### src/rtl/clk_opt_bank.sv
// clk_opt_bank: multi-channel clock-option block for BRAM/logic tiles.
//
// Each channel's clock is passed, inverted, forced low or forced high by a
// 2-bit mode. Modes arrive serially on the configuration chain into a shadow
// shift register. They are copied into the active register only after a load
// of exactly CHAIN_LEN bits completes, so a short, long or corrupt load never
// disturbs the running clocks.
//
// Optional feature macro: CLK_OPT_BANK_PARITY_EN
//   When defined, the chain carries one extra bit, the first one shifted.
//   It is even parity over all mode bits, and a load is committed only if
//   the XOR of every chain bit is zero.
//
// Mode encoding per channel: 00 pass, 01 invert, 10 force 0, 11 force 1.
// scan_mode = 1 bypasses every channel (O = I). The chain still loads.
//
// Chain handshake: config_enable acts as a strict per-edge shift strobe.
// Every prog_clock rising edge that samples config_enable = 1 moves exactly
// one bit from ccff_head into sr[0]. The first edge that samples
// config_enable = 0 after a run of shifts closes the load. The following
// edge (COMMIT) accepts or rejects the load.
module clk_opt_bank #(
  parameter int         NUM_CH     = 4,
  parameter logic [1:0] RESET_MODE = 2'b00
) (
  input  logic              prog_clock,
  input  logic              prog_reset_n,
  input  logic              scan_mode,
  input  logic              config_enable,
  input  logic              ccff_head,
  input  logic [NUM_CH-1:0] clk_opt_I,
  output logic [NUM_CH-1:0] clk_opt_O,
  output logic              ccff_tail,
  output logic              cfg_valid,
  output logic              cfg_err
);

`ifdef CLK_OPT_BANK_PARITY_EN
  localparam int PAR_BITS = 1;
`else
  localparam int PAR_BITS = 0;
`endif

  localparam int MODE_BITS = 2 * NUM_CH;
  localparam int CHAIN_LEN = MODE_BITS + PAR_BITS;
  localparam int CNT_W     = $clog2(CHAIN_LEN + 2);

  // Count value of a complete load, and the saturation value marking "too long".
  localparam logic [CNT_W-1:0] CNT_ONE  = CNT_W'(1);
  localparam logic [CNT_W-1:0] CNT_FULL = CNT_W'(CHAIN_LEN);
  localparam logic [CNT_W-1:0] CNT_SAT  = CNT_W'(CHAIN_LEN + 1);

  typedef enum logic [1:0] {
    ST_IDLE   = 2'd0,
    ST_SHIFT  = 2'd1,
    ST_COMMIT = 2'd2
  } state_t;

  state_t                 state_q, state_d;
  logic [CHAIN_LEN-1:0]   sr_q, sr_d;
  logic [CNT_W-1:0]       cnt_q, cnt_d;
  logic [MODE_BITS-1:0]   active_q, active_d;
  logic                   cfg_valid_q, cfg_valid_d;
  logic                   cfg_err_q, cfg_err_d;

  logic                   parity_ok;
  logic                   load_ok;

  // Parity check over the whole shadow chain; without the feature every load passes.
`ifdef CLK_OPT_BANK_PARITY_EN
  always_comb begin
    parity_ok = ~(^sr_q);
  end
`else
  always_comb begin
    parity_ok = 1'b1;
  end
`endif

  // A load is accepted only if exactly CHAIN_LEN bits were shifted and parity holds.
  always_comb begin
    load_ok = (cnt_q == CNT_FULL) && parity_ok;
  end

  // Next-state logic for the chain, load counter, FSM and active register.
  always_comb begin
    state_d     = state_q;
    sr_d        = sr_q;
    cnt_d       = cnt_q;
    active_d    = active_q;
    cfg_valid_d = cfg_valid_q;
    cfg_err_d   = cfg_err_q;

    // The chain shifts on every enabled edge, whatever the FSM state.
    if (config_enable) begin
      sr_d = {sr_q[CHAIN_LEN-2:0], ccff_head};
    end

    unique case (state_q)
      ST_IDLE: begin
        if (config_enable) begin
          state_d   = ST_SHIFT;
          cnt_d     = CNT_ONE;
          cfg_err_d = 1'b0;
        end
      end

      ST_SHIFT: begin
        if (config_enable) begin
          // Stop counting one past a full load so overlength loads stay detectable.
          if (cnt_q != CNT_SAT) begin
            cnt_d = cnt_q + CNT_ONE;
          end
        end else begin
          state_d = ST_COMMIT;
        end
      end

      ST_COMMIT: begin
        if (load_ok) begin
          // Mode k sits in sr[2k+1:2k]; the parity bit (if any) sits above them.
          active_d    = sr_q[MODE_BITS-1:0];
          cfg_valid_d = 1'b1;
          cfg_err_d   = 1'b0;
        end else begin
          cfg_err_d   = 1'b1;
        end
        // A back-to-back load may start in the commit cycle; that edge is its first bit.
        if (config_enable) begin
          state_d = ST_SHIFT;
          cnt_d   = CNT_ONE;
        end else begin
          state_d = ST_IDLE;
        end
      end

      default: begin
        state_d = ST_IDLE;
      end
    endcase
  end

  // All configuration state is held on prog_clock with asynchronous reset.
  always_ff @(posedge prog_clock or negedge prog_reset_n) begin
    if (!prog_reset_n) begin
      state_q     <= ST_IDLE;
      sr_q        <= '0;
      cnt_q       <= '0;
      active_q    <= {NUM_CH{RESET_MODE}};
      cfg_valid_q <= 1'b0;
      cfg_err_q   <= 1'b0;
    end else begin
      state_q     <= state_d;
      sr_q        <= sr_d;
      cnt_q       <= cnt_d;
      active_q    <= active_d;
      cfg_valid_q <= cfg_valid_d;
      cfg_err_q   <= cfg_err_d;
    end
  end

  // Per-channel clock conditioning: purely combinational, zero latency from I to O.
  always_comb begin
    clk_opt_O = '0;
    for (int k = 0; k < NUM_CH; k++) begin
      if (scan_mode) begin
        clk_opt_O[k] = clk_opt_I[k];
      end else begin
        unique case (active_q[2*k +: 2])
          2'b00:   clk_opt_O[k] = clk_opt_I[k];
          2'b01:   clk_opt_O[k] = ~clk_opt_I[k];
          2'b10:   clk_opt_O[k] = 1'b0;
          default: clk_opt_O[k] = 1'b1;
        endcase
      end
    end
  end

  assign ccff_tail = sr_q[CHAIN_LEN-1];
  assign cfg_valid = cfg_valid_q;
  assign cfg_err   = cfg_err_q;

endmodule
### config.mk
export PLATFORM = sky130hd
export DESIGN_NAME = clk_opt_bank
export DESIGN_NICKNAME = d
export VERILOG_FILES = /design/src/rtl/clk_opt_bank.sv
export SDC_FILE = /design/constraint.sdc
export NUM_CORES = 1
export LEC_CHECK = 0
export CAP_MARGIN = 10
export CORE_MARGIN = 5
export CORE_UTILIZATION = 56
export CTS_CLUSTER_DIAMETER = 100
export CTS_CLUSTER_SIZE = 28
export DETAILED_ROUTE_END_ITERATION = 8
export MAX_ROUTING_LAYER = met4
export PLACE_DENSITY = 0.92
export SETUP_SLACK_MARGIN = 0.4
export SLEW_MARGIN = 20
export SYNTH_ARGS = -nofsm -noshare
export SYNTH_HDL_FRONTEND = slang
export SYNTH_SLANG_ARGS = --single-unit
export TNS_END_PERCENT = 100
### constraint.sdc
create_clock -name prog_clock -period 2.5 [get_ports prog_clock]
set_input_delay 0.375 -clock prog_clock [delete_from_list [all_inputs] [get_ports prog_clock]]
set_output_delay 0.375 -clock prog_clock [all_outputs]
set_load 0.01 [all_outputs]
== Yosys cells after proc, flatten, opt, wreduce, memory -nomap -nowiden ==
Cells that the tools add are included.

* Add/sub/neg operators: 1
* $mul: 0
* Divide/modulo/power cells: 0
* Magnitude comparators: 0
* Eq/ne operators: 17
* Shift operators: 0
* Muxes and demuxes: 19
* Bitwise gates (word level): 4
* Reductions and logical operators: 12

{| class="wikitable"
|+ Operators by type and width
! cell !! number
|-
| $mux 4 || 3
|-
| $pmux 1 s3 || 4
|-
| $eq 2x1->1 const B || 5
|-
| $eq 2x2->1 const B || 5
|-
| $logic_not 2->1 || 5
|-
| $ne 2x2->1 const B || 4
|-
| $pmux 4 s2 || 1
|-
| $mux 1 || 7
|-
| $pmux 2 s3 || 1
|-
| $reduce_and 2->1 || 3
|-
| $add 4x1->4 const B || 1
|-
| $eq 4x4->1 const B || 1
|-
| $mux 2 || 2
|-
| $ne 4x4->1 const B || 1
|-
| $not 1->1 || 4
|-
| $reduce_and 4->1 || 1
|-
| $reduce_bool 2->1 || 2
|-
| $ne 2x1->1 const B || 1
|-
| $pmux 1 s2 || 1
|-
| $reduce_or 2->1 || 1
|}

* Bits in registers: 24
* Latch bits: 0
* Bits in writable memories: 0
* Memory bits (read-only): 0
* Input port bits: 9
* Output and inout port bits: 7
* Word-level logic and storage cells: 59
* Memories: 0

== Longest topological paths before layout ==
Gate-level depths: netlist of run 1.

* Word-level depth: 4
* Mapped depth: 6
* Depth with buffers taken out: 6

== Worst setup path after synthesis of run 1 ==
OpenSTA, ideal clock, no wires.

* Path kind: register -> register
* Start: reg cnt_q[0]
* End: reg active_q[0]
* Setup time: 125 ps
* Arrival: 1493 ps
* Data required time: 2375 ps
* Path slack: 883 ps
* Stages on the path, launching flop included: 6
* Path buffers: 0
* Clock period less this slack: 1617 ps
* Cells stage by stage: dfrtp_1 > inv_1 > ha_1 > nand3b_4 > nor3b_4 > mux2_2

* Longest elaborated chain between the ends: 2

{| class="wikitable"
|+ RTL lines
! element !! line !! RTL
|-
| start: declaration || 61 || <nowiki>logic [CNT_W-1:0] cnt_q, cnt_d;</nowiki>
|-
| start signal: assignment || 155 || <nowiki>cnt_q <= cnt_d;</nowiki>
|-
| $eq 4x4->1 || 82 || <nowiki>load_ok = (cnt_q == CNT_FULL) && parity_ok;</nowiki>
|-
| $reduce_and 2->1 (no source line) || - ||
|-
| end signal: assignment || 149 || <nowiki>active_q <= {NUM_CH{RESET_MODE}};</nowiki>
|-
| end signal: assignment || 156 || <nowiki>active_q <= active_d;</nowiki>
|-
| end: declaration || 62 || <nowiki>logic [MODE_BITS-1:0] active_q, active_d;</nowiki>
|}

No other way between the ends.
A chain may end at the register's enable or synchronous reset.

== Worst setup path in the final report of run 1 ==
* Start: in scan_mode
* End: out clk_opt_O[1]

* Longest elaborated chain between the ends: 1

{| class="wikitable"
|+ RTL lines
! element !! line !! RTL
|-
| start: declaration || 28 || <nowiki>input logic scan_mode,</nowiki>
|-
| $mux 1 || 166 || <nowiki>if (scan_mode) begin</nowiki>
|-
| end: declaration || 32 || <nowiki>output logic [NUM_CH-1:0] clk_opt_O,</nowiki>
|}

No other way between the ends.

==> impl_summary.txt, run 1 <==
----------------------------------------------------
[Outcome]
  Status ... complete, no violations

[Detailed routing]
  Antenna Violating Nets Remaining ... 0
  First drt pass iteration count ... 3
  DRC Markers ... 0
  Routed vias ... around 760
  Initial drt markers ... 4
  Vias per std cell ... about 5.6
  Post-DR wirelength/cell ... approximately 15 um
  Sum of routed wire length over all layers ... ~2000 um

[Floorplan]
  Top Ports ... 16
  Chip Width ... 54.9 um
  Starting density of the core ... 58.1%
  DIE AREA ... 3010 sq um
  Number of rows created at floorplan ... 16
  Die Y-Extent ... 54.9 um
  Core region area ... just under 2000 sq um

[Clocking]
  Clk Tree Root Cell ... sky130_fd_sc_hd__clkbuf_4
  Count of H-tree levels built during CTS ... 1
  Clk Latency, worst-skew pair ... 0.31 ns
  Clock transition at the registers of the reported paths ... ~0.13 ns
  Maximum clock path buffer count ... 2
  Total CTS buffers ... 3
  Clock sinks ... 24
  CTS tree ... yes
  CTS Hold Buffers Added ... 0

[STA]
  Shortest period the worst path allows ... 1.85 ns
  Post-Route Setup TNS ... 0 ns
  Share of the cycle needed by the critical path after routing ... 74.2%
  Final-report setup violation count ... 0
  Hold Vio Cnt, Final ... 0
  Tightest hold margin ... around 0.4 ns
  Min setup slack post-route ... 0.646 ns
  RSZ-0062 raised after global routing ... no
  Worst clock skew ... between 0.005 and 0.006 ns
  Worst relative slew slack ... between 50% and 60%
  Highest Clock Rate ... 539 MHz
  Slew of the pin with the lowest slew margin ... approximately 0.65 ns
  Number of max-slew violations in the final report ... 0

[Placed design]
  HPWL after DPL ... 1450 um
  Instance area after placement ... 1310 sq um
  Worst setup slack after placement ... between 0.3 and 0.4 ns
  Routability Congestion ... about 0.8
  Number of port buffers ... 15
  Cells after DPL ... 132

[Yosys]
  Synthesized instance count ... between 90 and 100
  Post-synthesis sequential area ratio ... 53.2%
  Ranking of synthesized cells by instance count ... 24 x sky130_fd_sc_hd__dfrtp_1, 16 x sky130_fd_sc_hd__mux2_2, 6 x sky130_fd_sc_hd__inv_1
  Ys async rst share ... 100%
  Mean post-synth cell area ... 12.3 sq um
  Yosys cell types ... 27
  Yosys synthesis warning count ... 0
  Main area contributors after synthesis ... sky130_fd_sc_hd__dfrtp_1 53%, sky130_fd_sc_hd__mux2_2 16%, sky130_fd_sc_hd__ha_1 3.3%
  Cell with the most instances after synthesis ... sky130_fd_sc_hd__dfrtp_1
  Main synth FF type ... sky130_fd_sc_hd__dfrtp_1
  Cell area after technology mapping ... roughly 1100 sq um
  Most area-hungry cell type in the Yosys netlist ... sky130_fd_sc_hd__dfrtp_1
  Count of state elements after synthesis ... 24
  Top-area cell type share of the netlist area ... between 50% and 60%
  Synthesized Nets ... ~100
  Number of flops mapped to enable cells by yosys ... 0

[Layout]
  Final nets ... between 100 and 150
  Final std cell area, no fill ... between 1000 and 1500 sq um
  Syn-to-layout area delta ... 20.3%
  Final standard cell utilization of the core ... a little over two thirds
  Final cell count without fillers ... between 100 and 150
  Antenna cells ... 0
  Share of layout cells above drive strength 1 ... 23.6%

[GRT]
  Residual overflow from global routing ... 0
  Pin count of the biggest net entering global routing ... 25
  Number of antenna violations at the first check in global routing ... 0
  Via count of the first global-routing pass ... about 780
  Global-route wire length before repair ... 3390 um
  GRT Resource Usage Total ... between 10% and 20%

[Worst setup path]
  Data arrival at the endpoint of the critical path ... between 1 and 1.5 ns
  Crit. End Element ... primary output
  Largest driver fanout on the critical path ... 6
  Critical Path RT ... between 2 and 2.5 ns
  Reg-to-reg slack, setup ... 0.66 ns
  Critical setup path kind ... in2out
  Startpoint type of the worst setup path ... input port

[Power and ir drop]
  Leakage Power ... ~0.66 nW
  Total power density per cell area ... between 700 and 800 nW/um^2
  Post-layout power ... 0.978 mW
  Maximum resistive drop on vdd ... 0.000408 V

[Worst hold path]
  Tightest Hold Check Type ... in2async

[Run]
  Total of max-cap violations ... 0

----------------------------------------------------
cell families (layout without fill, tap and decap cells):
logic type                 after synthesis  in the layout  synth area share [%]
adders and majority gates                3              3                  3.33
buffers and inverters                    9             27                  3.10
AOI/OAI and AO/OA                       18             18                  11.2
and+or+nand+nor                         21             21                  12.3
DFF                                     24             24                  53.2
muxes                                   17             17                  16.9
timing repair:
item | CTS | global route
cloned | 0 | 0
gates resized for setup | 2 | 3
endpoints found under the setup margin | 4 | 3
buffers inserted | 0 | 1
endpoints found under the hold margin | 0 | 0
sequential cells by signal, summed over array words and instances, names as in the netlist:
name,cells
active_q,8
sr_q,8
cnt_q,4
state_q,2
cfg_err,1
cfg_valid,1
path summary, 6_finish.rpt:
check                      cells after the start                      end                   from
hold / removal                                 2  active_q[7]$_DFFE_PN0P_           prog_reset_n
max in group asynchronous                      2  active_q[3]$_DFFE_PN0P_           prog_reset_n
hold reg to reg                                1    cfg_valid$_DFFE_PN0P_  cfg_valid$_DFFE_PN0P_
setup / recovery                               6             clk_opt_O[1]              scan_mode
setup reg to reg                               5  active_q[2]$_DFFE_PN0P_   cnt_q[0]$_DFFE_PN0P_
min in group prog_clock                        1    cfg_valid$_DFFE_PN0P_  cfg_valid$_DFFE_PN0P_
power breakdown:
group          leakage [nW]  switching (mW)  internal (mW)
logic                 0.335          0.0946          0.143
registers             0.308          0.0750          0.466
clock network        0.0210           0.110         0.0889
critical path, stage by stage:
cell and delay [ns]:
sky130_fd_sc_hd__clkdlybuf4s50_1 0.44, sky130_fd_sc_hd__inv_2 0.12, sky130_fd_sc_hd__buf_4 0.12, sky130_fd_sc_hd__o21ai_0 0.06
sky130_fd_sc_hd__a32o_1 0.20, sky130_fd_sc_hd__dlymetal6s2s_1 0.16
area by class of cell:
class	count	area [sq um]
inverter	6	22.5
fill	160	584
clock buffer	4	36.3
sequential	24	601
timing repair buffer	17	171
multi-input combinational	59	493
tap	27	33.8
placed cells by master (no fill, tap or decap), types with 2 or more instances in the layout:
cell type	netlist	final
sky130_fd_sc_hd__o21ai_0	5	5
sky130_fd_sc_hd__nand2_1	5	5
sky130_fd_sc_hd__nand3b_1	2	2
sky130_fd_sc_hd__nor2_1	3	3
sky130_fd_sc_hd__clkbuf_4	0	3
sky130_fd_sc_hd__mux2_2	16	16
sky130_fd_sc_hd__a22o_1	2	2
sky130_fd_sc_hd__clkdlybuf4s50_1	0	11
sky130_fd_sc_hd__dlymetal6s2s_1	0	3
sky130_fd_sc_hd__a32o_1	2	2
sky130_fd_sc_hd__buf_4	0	2
sky130_fd_sc_hd__a21oi_1	3	3
sky130_fd_sc_hd__ha_1	3	3
sky130_fd_sc_hd__nand2b_1	3	3
sky130_fd_sc_hd__dfrtp_1	24	24
sky130_fd_sc_hd__inv_1	6	5
sky130_fd_sc_hd__nand3_1	3	3
layer usage:
metal  vias to the layer above  share of wire [%]  wire, um  GRT usage [%]
met5                         -                  0         0              -
met4                         0                1.9        38           8.50
met3                         4                4.2        84           3.22
met2                        12                 51      1030           27.4
met1                       386                 43       865           19.5
li1                        362                  -         -              -
Power figures use the tool's default switching activity.
==> inputs of run 2 (changes only) <==
Settings changed: CORE_UTILIZATION 56 to 47, PLACE_DENSITY 0.92 to 0.83.
Clock period 2.5 ns to 1.7 ns, I/O delays scaled along.
==> run 2 against run 1 <==
Combinational power rose by 92%; power rose by 51%; non-clock buffer count rose by 9; clock-buffer cell count fell by 1; worst hold slack got worse by 0.11 ns; largest power group unchanged; sequential power rose by 47%; register-to-register slack got worse by 0.52 ns; flip-flop and latch count did not move; clock skew fell by 0.0040 ns; largest cell class unchanged.
==> impl_summary.txt, run 2 (same netlist as run 1, synthesis figures left out) <==
----------------------------------------------------
[Power and ir drop]
  Maximum resistive drop on vdd ... about 0.0007 V
  Total power density per cell area ... 1030 nW/um^2
  Post-layout power ... 1.48 mW
  Leakage Power ... between 0.7 and 0.8 nW

[STA]
  RSZ-0062 raised after global routing ... yes
  Tightest hold margin ... ~0.30 ns
  Worst relative slew slack ... about three quarters
  Number of max-slew violations in the final report ... 0
  Post-Route Setup TNS ... 0 ns
  Final-report setup violation count ... 0
  Shortest period the worst path allows ... between 1.5 and 2 ns
  Hold Vio Cnt, Final ... 0
  Highest Clock Rate ... between 600 and 700 MHz
  Min setup slack post-route ... about 0.14 ns
  Share of the cycle needed by the critical path after routing ... 91.8%
  Worst clock skew ... between 0.001 and 0.0015 ns
  Slew of the pin with the lowest slew margin ... between 0.3 and 0.4 ns

[Clocking]
  Clk Latency, worst-skew pair ... around 0.3 ns
  Maximum clock path buffer count ... 2
  Count of H-tree levels built during CTS ... 1
  CTS Hold Buffers Added ... 0
  CTS tree ... yes
  Clock sinks ... 24
  Clock transition at the registers of the reported paths ... between 0.1 and 0.15 ns
  Clk Tree Root Cell ... sky130_fd_sc_hd__clkbuf_4
  Total CTS buffers ... 3

[GRT]
  GRT Resource Usage Total ... between 10% and 20%
  Residual overflow from global routing ... 0
  Via count of the first global-routing pass ... about 810
  Global-route wire length before repair ... between 3000 and 4000 um
  Pin count of the biggest net entering global routing ... 25
  Number of antenna violations at the first check in global routing ... 0

[Floorplan]
  Number of rows created at floorplan ... 17
  Core region area ... about 2300 sq um
  Die Y-Extent ... slightly below 60 um
  Starting density of the core ... about half
  Top Ports ... 16
  Chip Width ... between 50 and 60 um
  DIE AREA ... roughly 3500 sq um

[Layout]
  Sequential standard cell area ... roughly 600 sq um
  Final cell count without fillers ... around 150
  Final std cell area, no fill ... approximately 1400 sq um
  # fillers ... ~180
  Registers with the most flip-flops ... active_q (8), sr_q (8), cnt_q (4)
  Syn-to-layout area delta ... 27.7%
  Commonest non-fill, non-tap cells in the layout ... 23 x sky130_fd_sc_hd__dfrtp_1, 15 x sky130_fd_sc_hd__mux2_2, 10 x sky130_fd_sc_hd__buf_4
  Multi-input logic area ... around 550 sq um
  Most common cell after layout, fill and taps aside ... sky130_fd_sc_hd__dfrtp_1
  Antenna cells ... 0
  Share of layout cells above drive strength 1 ... 39.8%
  Final standard cell utilization of the core ... between 60 and 70%
  Final nets ... between 100 and 150

[Worst setup path]
  Bufs and invs on worst path ... 2
  Cells along the critical path ... inv_2 > ha_4 > nand3b_4 > nor3b_4 > buf_4 > mux2_2
  Top Family by Delay on Critical Path ... flip-flops
  Critical Path RT ... 1.90 ns
  Largest driver fanout on the critical path ... 4
  Data arrival at the endpoint of the critical path ... 1.76 ns
  Crit. End Element ... flop
  Startpoint type of the worst setup path ... flop
  Slowest CP cell ... sky130_fd_sc_hd__dfrtp_1
  Crit-path max cell delay ... approximately 0.42 ns
  Critical setup path kind ... reg2reg

[Placed design]
  HPWL after DPL ... 1490 um
  Routability Congestion ... about 0.78
  Cells after DPL ... around 140
  Number of port buffers ... 15
  Instance area after placement ... 1330 sq um
  Worst setup slack after placement ... -0.255 ns

[Run]
  Total of max-cap violations ... 0

[Detailed routing]
  First drt pass iteration count ... 4
  Vias per std cell ... 5.52
  Routed vias ... just over 800
  Post-DR wirelength/cell ... 14.7 um
  DRC Markers ... 0
  Initial drt markers ... 24
  Antenna Violating Nets Remaining ... 0
  Sum of routed wire length over all layers ... roughly 2200 um

[Worst hold path]
  Tightest Hold Check Type ... in2async

[Outcome]
  Status ... complete, no violations

----------------------------------------------------
==> run 2: final cells by class <==
cell class | instances | share of cell area [%]
repair buffers | 26 | 14.8
clock buffers | 3 | 1.56
flip-flops and latches | 24 | 41.8
multi-input cells | 59 | 37.9
well taps | 28 | 2.43
inverters | 6 | 1.56
==> run 2: per-layer routing <==
layer,up-vias,GRT usage [%],wire length [um]
met3,2,2.18,82
li1,384,-,-
met2,15,23.3,1090
met5,-,-,0
met1,405,16.2,952
met4,0,6.80,29
==> run 2: path summary, 6_finish.rpt <==
kind | cells past startpoint | startpoint | slack, ns | end
worst min-delay path | 2 | prog_reset_n | 0.30 | active_q[7]$_DFFE_PN0P_
worst min register to register | 1 | cfg_valid$_DFFE_PN0P_ | 0.51 | cfg_valid$_DFFE_PN0P_
worst max-delay path | 6 | cnt_q[0]$_DFFE_PN0P_ | 0.14 | active_q[5]$_DFFE_PN0P_
worst max register to register | 6 | cnt_q[0]$_DFFE_PN0P_ | 0.14 | active_q[5]$_DFFE_PN0P_
max in group asynchronous | 2 | prog_reset_n | 1.16 | cnt_q[2]$_DFFE_PN0P_
min in group prog_clock | 1 | cfg_valid$_DFFE_PN0P_ | 0.51 | cfg_valid$_DFFE_PN0P_
==> run 2: repair_timing <==
action / 4_1_cts / 5_1_grt
pin swaps: 3 / 2
gates cloned: 1 / 0
buffers inserted: 4 / 2
setup endpoints to repair: 19 / 17
resized for setup: 34 / 6
==> run 2: power by group <==
group	total (mW)	internal (mW)	leakage (nW)	switching, mW
logic	0.456	0.267	0.383	0.189
registers	0.793	0.687	0.306	0.106
clock network	0.230	0.0826	0.0138	0.148
